$ cat config.mk
export PLATFORM = sky130hd
export DESIGN_NAME = seq_mult_hs_flat
export DESIGN_NICKNAME = d
export VERILOG_FILES = /design/src/rtl/seq_mult_hs_if.sv /design/src/rtl/seq_mult_hs.sv /design/src/flat_wrapper.sv
export SDC_FILE = /design/constraint.sdc
export NUM_CORES = 1
export LEC_CHECK = 0
export CAP_MARGIN = 20
export CORE_MARGIN = 4
export CORE_UTILIZATION = 59
export DETAILED_ROUTE_END_ITERATION = 8
export PLACE_DENSITY = 0.86
export REMOVE_ABC_BUFFERS = 1
export SLEW_MARGIN = 0
export SYNTH_ARGS = -nofsm -noshare
export SYNTH_HDL_FRONTEND = slang
export SYNTH_SLANG_ARGS = --single-unit
$ cat constraint.sdc
create_clock -name clk -period 4.6 [get_ports clk]
set_input_delay 0.46 -clock clk [delete_from_list [all_inputs] [get_ports clk]]
set_output_delay 0.46 -clock clk [all_outputs]
set_load 0.005 [all_outputs]
$ cat src/rtl/seq_mult_hs_if.sv
// Operand/result handshake bundle for the sequential multiplier.
// The slave side is the multiplier; the master side is the producer/consumer pair.
interface seq_mult_hs_if #(
  parameter int WIDTH = 16
);
  logic                 src_valid;
  logic                 src_ready;
  logic [WIDTH-1:0]     multiplier;
  logic [WIDTH-1:0]     multiplicand;
  logic                 signed_mode;
  logic                 abort;
  logic                 dst_valid;
  logic                 dst_ready;
  logic [2*WIDTH-1:0]   product;
  logic                 busy;

  modport master (
    output src_valid, multiplier, multiplicand, signed_mode, abort, dst_ready,
    input  src_ready, dst_valid, product, busy
  );

  modport slave (
    input  src_valid, multiplier, multiplicand, signed_mode, abort, dst_ready,
    output src_ready, dst_valid, product, busy
  );
endinterface

$ cat src/rtl/seq_mult_hs.sv
// Radix-2 shift-add sequential multiplier with valid/ready on both sides,
// signed/unsigned mode, zero shortcut, early exit and abort.
module seq_mult_hs #(
  parameter int WIDTH = 16
) (
  input  logic         clk,
  input  logic         reset,
  seq_mult_hs_if.slave bus
);
  localparam int CW = (WIDTH > 2) ? $clog2(WIDTH) : 1;
  localparam int PW = 2 * WIDTH;

  typedef enum logic [1:0] {
    IDLE = 2'd0,
    CALC = 2'd1,
    DONE = 2'd2
  } state_t;

  state_t                  state;
  state_t                  state_nxt;
  logic [WIDTH-1:0]        mplr;
  logic [PW-1:0]           mcand;
  logic [PW-1:0]           acc;
  logic [PW-1:0]           sum;
  logic [CW-1:0]           cnt;
  logic                    neg;
  logic [PW-1:0]           product_r;

  logic                    src_rdy;
  logic                    dst_vld;
  logic                    src_hs;
  logic                    dst_hs;
  logic                    op_zero;
  logic                    calc_last;
  logic [WIDTH-1:0]        mag_a;
  logic [WIDTH-1:0]        mag_b;
  logic                    neg_in;

  // Magnitude of an operand; only two's-complement inputs are ever negated.
  // |-2^(W-1)| wraps back to 2^(W-1), which is the correct unsigned magnitude.
  function automatic logic [WIDTH-1:0] magnitude(input logic [WIDTH-1:0] v,
                                                 input logic             sgn);
    return (sgn && v[WIDTH-1]) ? -v : v;
  endfunction

  function automatic logic [PW-1:0] cond_negate(input logic [PW-1:0] v,
                                                input logic          n);
    return n ? -v : v;
  endfunction

  assign src_rdy   = (state == IDLE) && !bus.abort;
  assign dst_vld   = (state == DONE);
  assign src_hs    = bus.src_valid && src_rdy;
  assign dst_hs    = dst_vld && bus.dst_ready;
  assign op_zero   = (bus.multiplier == '0) || (bus.multiplicand == '0);
  assign neg_in    = bus.signed_mode && (bus.multiplier[WIDTH-1] ^ bus.multiplicand[WIDTH-1]);
  assign mag_a     = magnitude(bus.multiplier, bus.signed_mode);
  assign mag_b     = magnitude(bus.multiplicand, bus.signed_mode);

  assign sum       = acc + (mplr[0] ? mcand : '0);
  assign calc_last = (mplr[WIDTH-1:1] == '0) || (cnt == CW'(WIDTH - 1));

  assign bus.src_ready = src_rdy;
  assign bus.dst_valid = dst_vld;
  assign bus.busy      = (state != IDLE);
  assign bus.product   = product_r;

  always_ff @(posedge clk or negedge reset) begin
    if (!reset) begin
      state <= IDLE;
    end else begin
      state <= state_nxt;
    end
  end

  always_comb begin
    state_nxt = state;
    case (state)
      IDLE: begin
        if (src_hs) state_nxt = op_zero ? DONE : CALC;
      end
      CALC: begin
        if (bus.abort)     state_nxt = IDLE;
        else if (calc_last) state_nxt = DONE;
      end
      DONE: begin
        // Abort together with a consumer handshake still counts as consumed.
        if (bus.abort || dst_hs) state_nxt = IDLE;
      end
      default: state_nxt = IDLE;
    endcase
  end

  // Load on acceptance / one shift-add step per CALC cycle
  always_ff @(posedge clk or negedge reset) begin
    if (!reset) begin
      mplr      <= '0;
      mcand     <= '0;
      acc       <= '0;
      cnt       <= '0;
      neg       <= 1'b0;
      product_r <= '0;
    end else if (src_hs) begin
      if (op_zero) begin
        product_r <= '0;
      end else begin
        neg   <= neg_in;
        mplr  <= mag_a;
        mcand <= {{WIDTH{1'b0}}, mag_b};
        acc   <= '0;
        cnt   <= '0;
      end
    end else if (state == CALC && !bus.abort) begin
      acc   <= sum;
      mcand <= mcand << 1;
      mplr  <= mplr >> 1;
      cnt   <= cnt + CW'(1);
      if (calc_last) product_r <= cond_negate(sum, neg);
    end
  end
endmodule

$ cat src/flat_wrapper.sv
// flat-port wrapper written by rule: the top's interface ports become plain ports
module seq_mult_hs_flat 
#(
  parameter int WIDTH = 16
)
  (clk, reset, bus_src_valid, bus_multiplier, bus_multiplicand, bus_signed_mode, bus_abort, bus_dst_ready, bus_src_ready, bus_dst_valid, bus_product, bus_busy);
  seq_mult_hs_if #(.WIDTH(WIDTH)) bus_i ();
  input  logic clk;
  input  logic reset;
  input wire logic [$bits(bus_i.src_valid)-1:0] bus_src_valid;
  input wire logic [$bits(bus_i.multiplier)-1:0] bus_multiplier;
  input wire logic [$bits(bus_i.multiplicand)-1:0] bus_multiplicand;
  input wire logic [$bits(bus_i.signed_mode)-1:0] bus_signed_mode;
  input wire logic [$bits(bus_i.abort)-1:0] bus_abort;
  input wire logic [$bits(bus_i.dst_ready)-1:0] bus_dst_ready;
  output wire logic [$bits(bus_i.src_ready)-1:0] bus_src_ready;
  output wire logic [$bits(bus_i.dst_valid)-1:0] bus_dst_valid;
  output wire logic [$bits(bus_i.product)-1:0] bus_product;
  output wire logic [$bits(bus_i.busy)-1:0] bus_busy;
  assign bus_i.src_valid = bus_src_valid;
  assign bus_i.multiplier = bus_multiplier;
  assign bus_i.multiplicand = bus_multiplicand;
  assign bus_i.signed_mode = bus_signed_mode;
  assign bus_i.abort = bus_abort;
  assign bus_i.dst_ready = bus_dst_ready;
  assign bus_src_ready = bus_i.src_ready;
  assign bus_dst_valid = bus_i.dst_valid;
  assign bus_product = bus_i.product;
  assign bus_busy = bus_i.busy;
  seq_mult_hs #(.WIDTH(WIDTH)) u_core (.clk(clk), .reset(reset), .bus(bus_i));
endmodule
### Word level (Yosys, flattened, before mapping)

Cells that the tools add are included.

| storage, ports and cells | value |
|---|---|
| bits in registers | 119 |
| input port bits | 38 |
| output and inout port bits | 35 |
| word-level logic and storage cells | 70 |

| cells by class | value |
|---|---|
| add/sub/neg operators | 5 |
| equality and inequality tests | 8 |
| mux-type cells | 26 |
| bitwise logic cells | 2 |
| reduce and logical (&&, ||, !) cells | 22 |

Operators by type and width:

| kind | number |
|---|---|
| 32-bit 2-to-1 mux | 12 |
| 16-bit 2-to-1 mux | 5 |
| 32-bit adder | 1 |
| 16-bit logical NOT | 2 |
| 16-bit negation | 2 |
| 32-bit negation | 1 |
| 15-bit logical NOT | 1 |
| 4-bit 2-to-1 mux | 3 |
| 2-bit 2-to-1 mux | 5 |
| 1-bit logical AND | 7 |
| 2-bit != test, second input constant | 3 |
| 2-bit case mux with 3 select lines | 1 |
| 3-bit AND reduction | 2 |
| 2-bit nonzero test | 3 |
| 4-bit by 1-bit adder with 4-bit output, second input constant | 1 |
| 4-bit == test, second input constant | 1 |
| 2-bit AND reduction | 2 |
| 1-bit logical OR | 3 |
| 3-bit by 2-bit != test with 1-bit output, second input constant | 1 |
| 2-bit by 1-bit == test with 1-bit output, second input constant | 1 |
| 2-bit == test, second input constant | 1 |
| 2-bit logical NOT | 1 |
| 2-bit by 1-bit != test with 1-bit output, second input constant | 1 |
| 1-bit logical NOT | 1 |
| other kinds (2) | 2 |

### Longest topological paths before layout

| depth | value |
|---|---|
| depth after elaboration | 7 |
| gate-level depth with buffers | 15 |
| gate-level depth less buffers | 13 |

### Least setup slack after synthesis

No wires, ideal clock.

| timing | value |
|---|---|
| kind | reg-to-reg |
| start | register u_core.mplr[0] |
| end | register u_core.product_r[31], in the netlist u_core.bus.product[31] |
| library setup time | 131 ps |
| data arrival time | 4097 ps |
| setup slack | 372 ps |
| stages on the path, launching flop included | 15 |
| cell sequence | dfrtp_1 > clkbuf_1 > and2_1 > ha_1 > fa_1 > a21o_1 > a221o_2 > a2111oi_2 > a311oi_1 > or4_4 > nor4_4 > nand4_2 > or4b_1 > a21oi_1 > o211ai_1 |

| on the way | value |
|---|---|
| longest elaborated chain between the ends | 7 |

RTL lines:

| element | line | RTL |
|---|---|---|
| start: declaration | seq_mult_hs.sv:21 | `logic [WIDTH-1:0] mplr;` |
| start signal: assignment | seq_mult_hs.sv:108 | `mplr <= mag_a;` |
| start signal: assignment | seq_mult_hs.sv:116 | `mplr <= mplr >> 1;` |
| 32-bit 2-to-1 mux * | seq_mult_hs.sv:60 | `assign sum = acc + (mplr[0] ? mcand : '0);` |
| 32-bit adder * | seq_mult_hs.sv:60 |  |
| 32-bit negation | seq_mult_hs.sv:48 | `return n ? -v : v;` |
| 32-bit 2-to-1 mux * | seq_mult_hs.sv:48 |  |
| 32-bit 2-to-1 mux * | seq_mult_hs.sv:118 | `if (calc_last) product_r <= cond_negate(sum, neg);` |
| 32-bit 2-to-1 mux * | seq_mult_hs.sv:113 | `end else if (state == CALC && !bus.abort) begin` |
| 32-bit 2-to-1 mux * | seq_mult_hs.sv:103 | `end else if (src_hs) begin` |
| end signal: assignment | seq_mult_hs.sv:118 |  |
| end: declaration | seq_mult_hs.sv:27 | `logic [PW-1:0] product_r;` |

Mark *: on every way between the ends. The rest lies on a longest branch, timed or not. The select of a mux whose other input is x is not followed.
A chain may end at the register's enable or synchronous reset.

### Final worst setup path

Ends and elaborated chain as after synthesis.

==> flow_summary.yaml <==
status:
  status: "complete, no violations"
global_routing:
  grt_usage_pct: 26.2
  grt_pass1_vias: 7034
  grt_pass1_wl_um: 34200
  grt_antenna_before_repair: 0
  grt_max_degree: 76
  overflow: 0
finish:
  area_delta_synth_final_pct: 19.3
  final_common_cell: "nand2_1"
  antenna_cells: 0
  utilization_pct: 72.2
  layout_common_cells: "163 x nand2_1, 119 x dfrtp_1, 115 x o21ai_0"
  finish.net_count: 1104
  drive_gt1_share_pct: 7.01
  fillCellCount: 996
yosys:
  yosysUniqueCellTypes: 68
  yosysTopAreaCellShare_pct: 36.9
  synth_cells: 974
  synth-compound-area-share_pct: 21.6
  yosys.area_share.simple_pct: 22.8
  synthMuxAreaShare_pct: 0.527
  ys_warn_count: 0
  synth_edf_count: 0
  ys_seq_area_share_pct: 36.9
  ys_ff_latch: 119
  synth_area_per_cell_um2: 8.29
  ys_async_sr_fraction_pct: 100
  yosys.area.top_type: "dfrtp_1"
  synth_top_family_by_area: "simple AND/OR/NAND/NOR gates"
  netlist_top_cells_area: "dfrtp_1 37%, nand2_1 7.6%, o21ai_0 7.1%, ha_1 5.4%, xnor2_1 4.8%"
  synthXorXnorAreaFrac_pct: 9.22
  ys.flop_type: "dfrtp_1"
  syn_area_um2: 8080
  synth-adder-area-share_pct: 5.67
route:
  first_iter_violations: 635
  first_pass_iters: 5
  vias: 7570
  wire_per_inst_um: 17.1
  route.antenna.remaining_nets: 0
  drcViolationCount: 0
  via_per_inst: 6.22
  finalWirelength_um: 20800
sta:
  skew_ps: 7.99
  hold_viol_final: 0
  fmax_ghz: 0.226
  setup_viol: 0
  setup_tns_ps: 0
  period_minus_slack_ps: 4420
  worst_slack_ps: 180
  worstMarginPinSlew_ps: 1020
  hold_slack_ps: 169
  slew_headroom_pct: 31.7
  final_max_slew_viol_count: 0
  post-route-period-util_pct: 96.1
critical_path:
  worstPathRequired_ps: 4850
  criticalPathCategory: "register to register"
  rr_endpoint: "u_core.bus.product[31]"
  cp_max_fo: 9
  cp-start-kind: "register"
  critPathArrivalTime_ps: 4670
  crit_start: "u_core.mplr[0]"
  rr_startpoint: "u_core.mplr[0]"
  reg2regPathDepth: 15
  r2r_slack_ps: 180
  worstSetupEndpointType: "register"
floorplan:
  start_util_pct: 60.5
  ios: 73
  fp.dieArea_um2: 15600
  chipHeight_um: 125
  core_area_um2: 13300
  die_w_um: 125
  num_rows: 42
placed_design:
  dpl.hpwl_um: 14700
  dp_worst_setup_slack_ps: 256
  port_buffers: 72
  gp_congestion: 0.933
cts:
  cts_sinks: 119
  insertion_delay_ps: 420
  cts_tree: "yes"
  clk_pin_slew_ps: 50
  cts_hold_buf: 0
  numCtsBuffers: 17
  ctsLongestPathBuffers: 2
  htreeDepth: 4
  clock-root-buffer: "clkbuf_16"
hold_path:
  hp-class: "input pin to asynchronous set/reset pin"
pwr:
  power.density_nw_per_um2: 430
  p_leak_nw: 4.21
  ir_worst_vdd_v: 0.000275
job:
  maxCapViolations: 0
==> metrics by stage <==
step | instances | instance area [µm²] | power (W)
after floorplan | 918 | 7860 | 0.00223
after global placement | 1185 | 8970 | 0.00262
after detailed placement | 1186 | 8990 | 0.00266
after CTS | 1217 | 9620 | 0.00411
after global routing | 1218 | 9630 | 0.00435
final | 1218 | 9630 | 0.00414
==> how the worst max path moves through the flow <==
stage / to / slack (ps) / cells past startpoint
after CTS: u_core.bus.product[31] / 210 / 15
after detailed placement: u_core.bus.product[31] / 260 / 15
after global routing: u_core.bus.product[31] / -2 / 14
after global placement: u_core.bus.product[31] / 280 / 15
final: u_core.bus.product[31] / 180 / 15
after floorplan: u_core.bus.product[31] / 290 / 13
==> power breakdown <==
group          total (W)  internal [W]  leakage (nW)  switching (W)
registers        0.00136       0.00121          1.61       0.000150
logic            0.00134      0.000552          2.30       0.000791
clock network    0.00144      0.000948         0.308       0.000492
==> registers in the layout, indices dropped and copies added, names as in the netlist <==
| register | cells |
|---|---|
| u_core.neg | 1 |
| u_core.cnt | 4 |
| u_core.bus.product | 32 |
| u_core.acc | 32 |
| u_core.mcand | 32 |
| u_core.state | 2 |
| u_core.mplr | 16 |
==> synth_stat cells, drive strengths merged (4+ instances only) <==
cell type,n
nand2b,4
a221o,24
and3,7
or2,4
a21o,10
nand3,40
o21ai,118
or4,6
dfrtp,119
nor4,12
o41ai,6
ha,35
xnor2,44
nand4,14
a31oi,5
o31ai,9
o211ai,7
o21a,5
inv,15
and2,40
xor2,41
a211oi,4
a21oi,47
a22oi,10
nor2,64
nor3,15
nand2,164
a2111oi,4
clkbuf,54
nor2b,4
==> critical path: stages (launching register included) <==
cell and delay (ps):
dfrtp_1 440, and2_1 170, ha_1 200, fa_1 410
a21o_1 190, a221o_2 390, buf_4 170, a2bb2oi_2 220
a211oi_1 120, or3_1 330, a2111oi_1 460, buf_4 200
nand4_2 170, or4b_1 550, a21oi_1 140, o211ai_1 100
==> cell type report <==
class / instances / area, µm² / area share, %
multi-input cells: 784 / 4840 / 50.2
well taps: 176 / 220 / 2.29
flip-flops and latches: 119 / 2980 / 30.9
clock buffers: 20 / 467 / 4.84
repair buffers: 93 / 901 / 9.35
clock inverters: 11 / 171 / 1.78
inverters: 15 / 56.3 / 0.584
==> repair_timing <==
| action | 4_1_cts | 5_1_grt |
|---|---|---|
| resized for setup | 0 | 1 |
| endpoints found under the setup margin | 0 | 1 |
| setup buffers | 0 | 1 |
==> kinds of logic (layout without fill, tap and decap cells) <==
logic type                 Yosys count  count (layout)
and+or+nand+nor                    387             387
AOI/OAI and AO/OA                  272             272
DFF                                119             119
xor gates and xnor gates            85              85
buffers and inverters               71             139
adders and majority gates           36              36
muxes                                4               4
==> routing by layer <==
metal	global-route usage [%]	share of wire, %	vias up	wire (µm)
met5	0	0	-	0
met4	8.42	2.0	0	406
met3	4.86	7.7	54	1600
met2	42.8	47	318	9700
met1	35.5	44	3576	9070
li1	-	-	3622	-
Power figures use the tool's default switching activity.
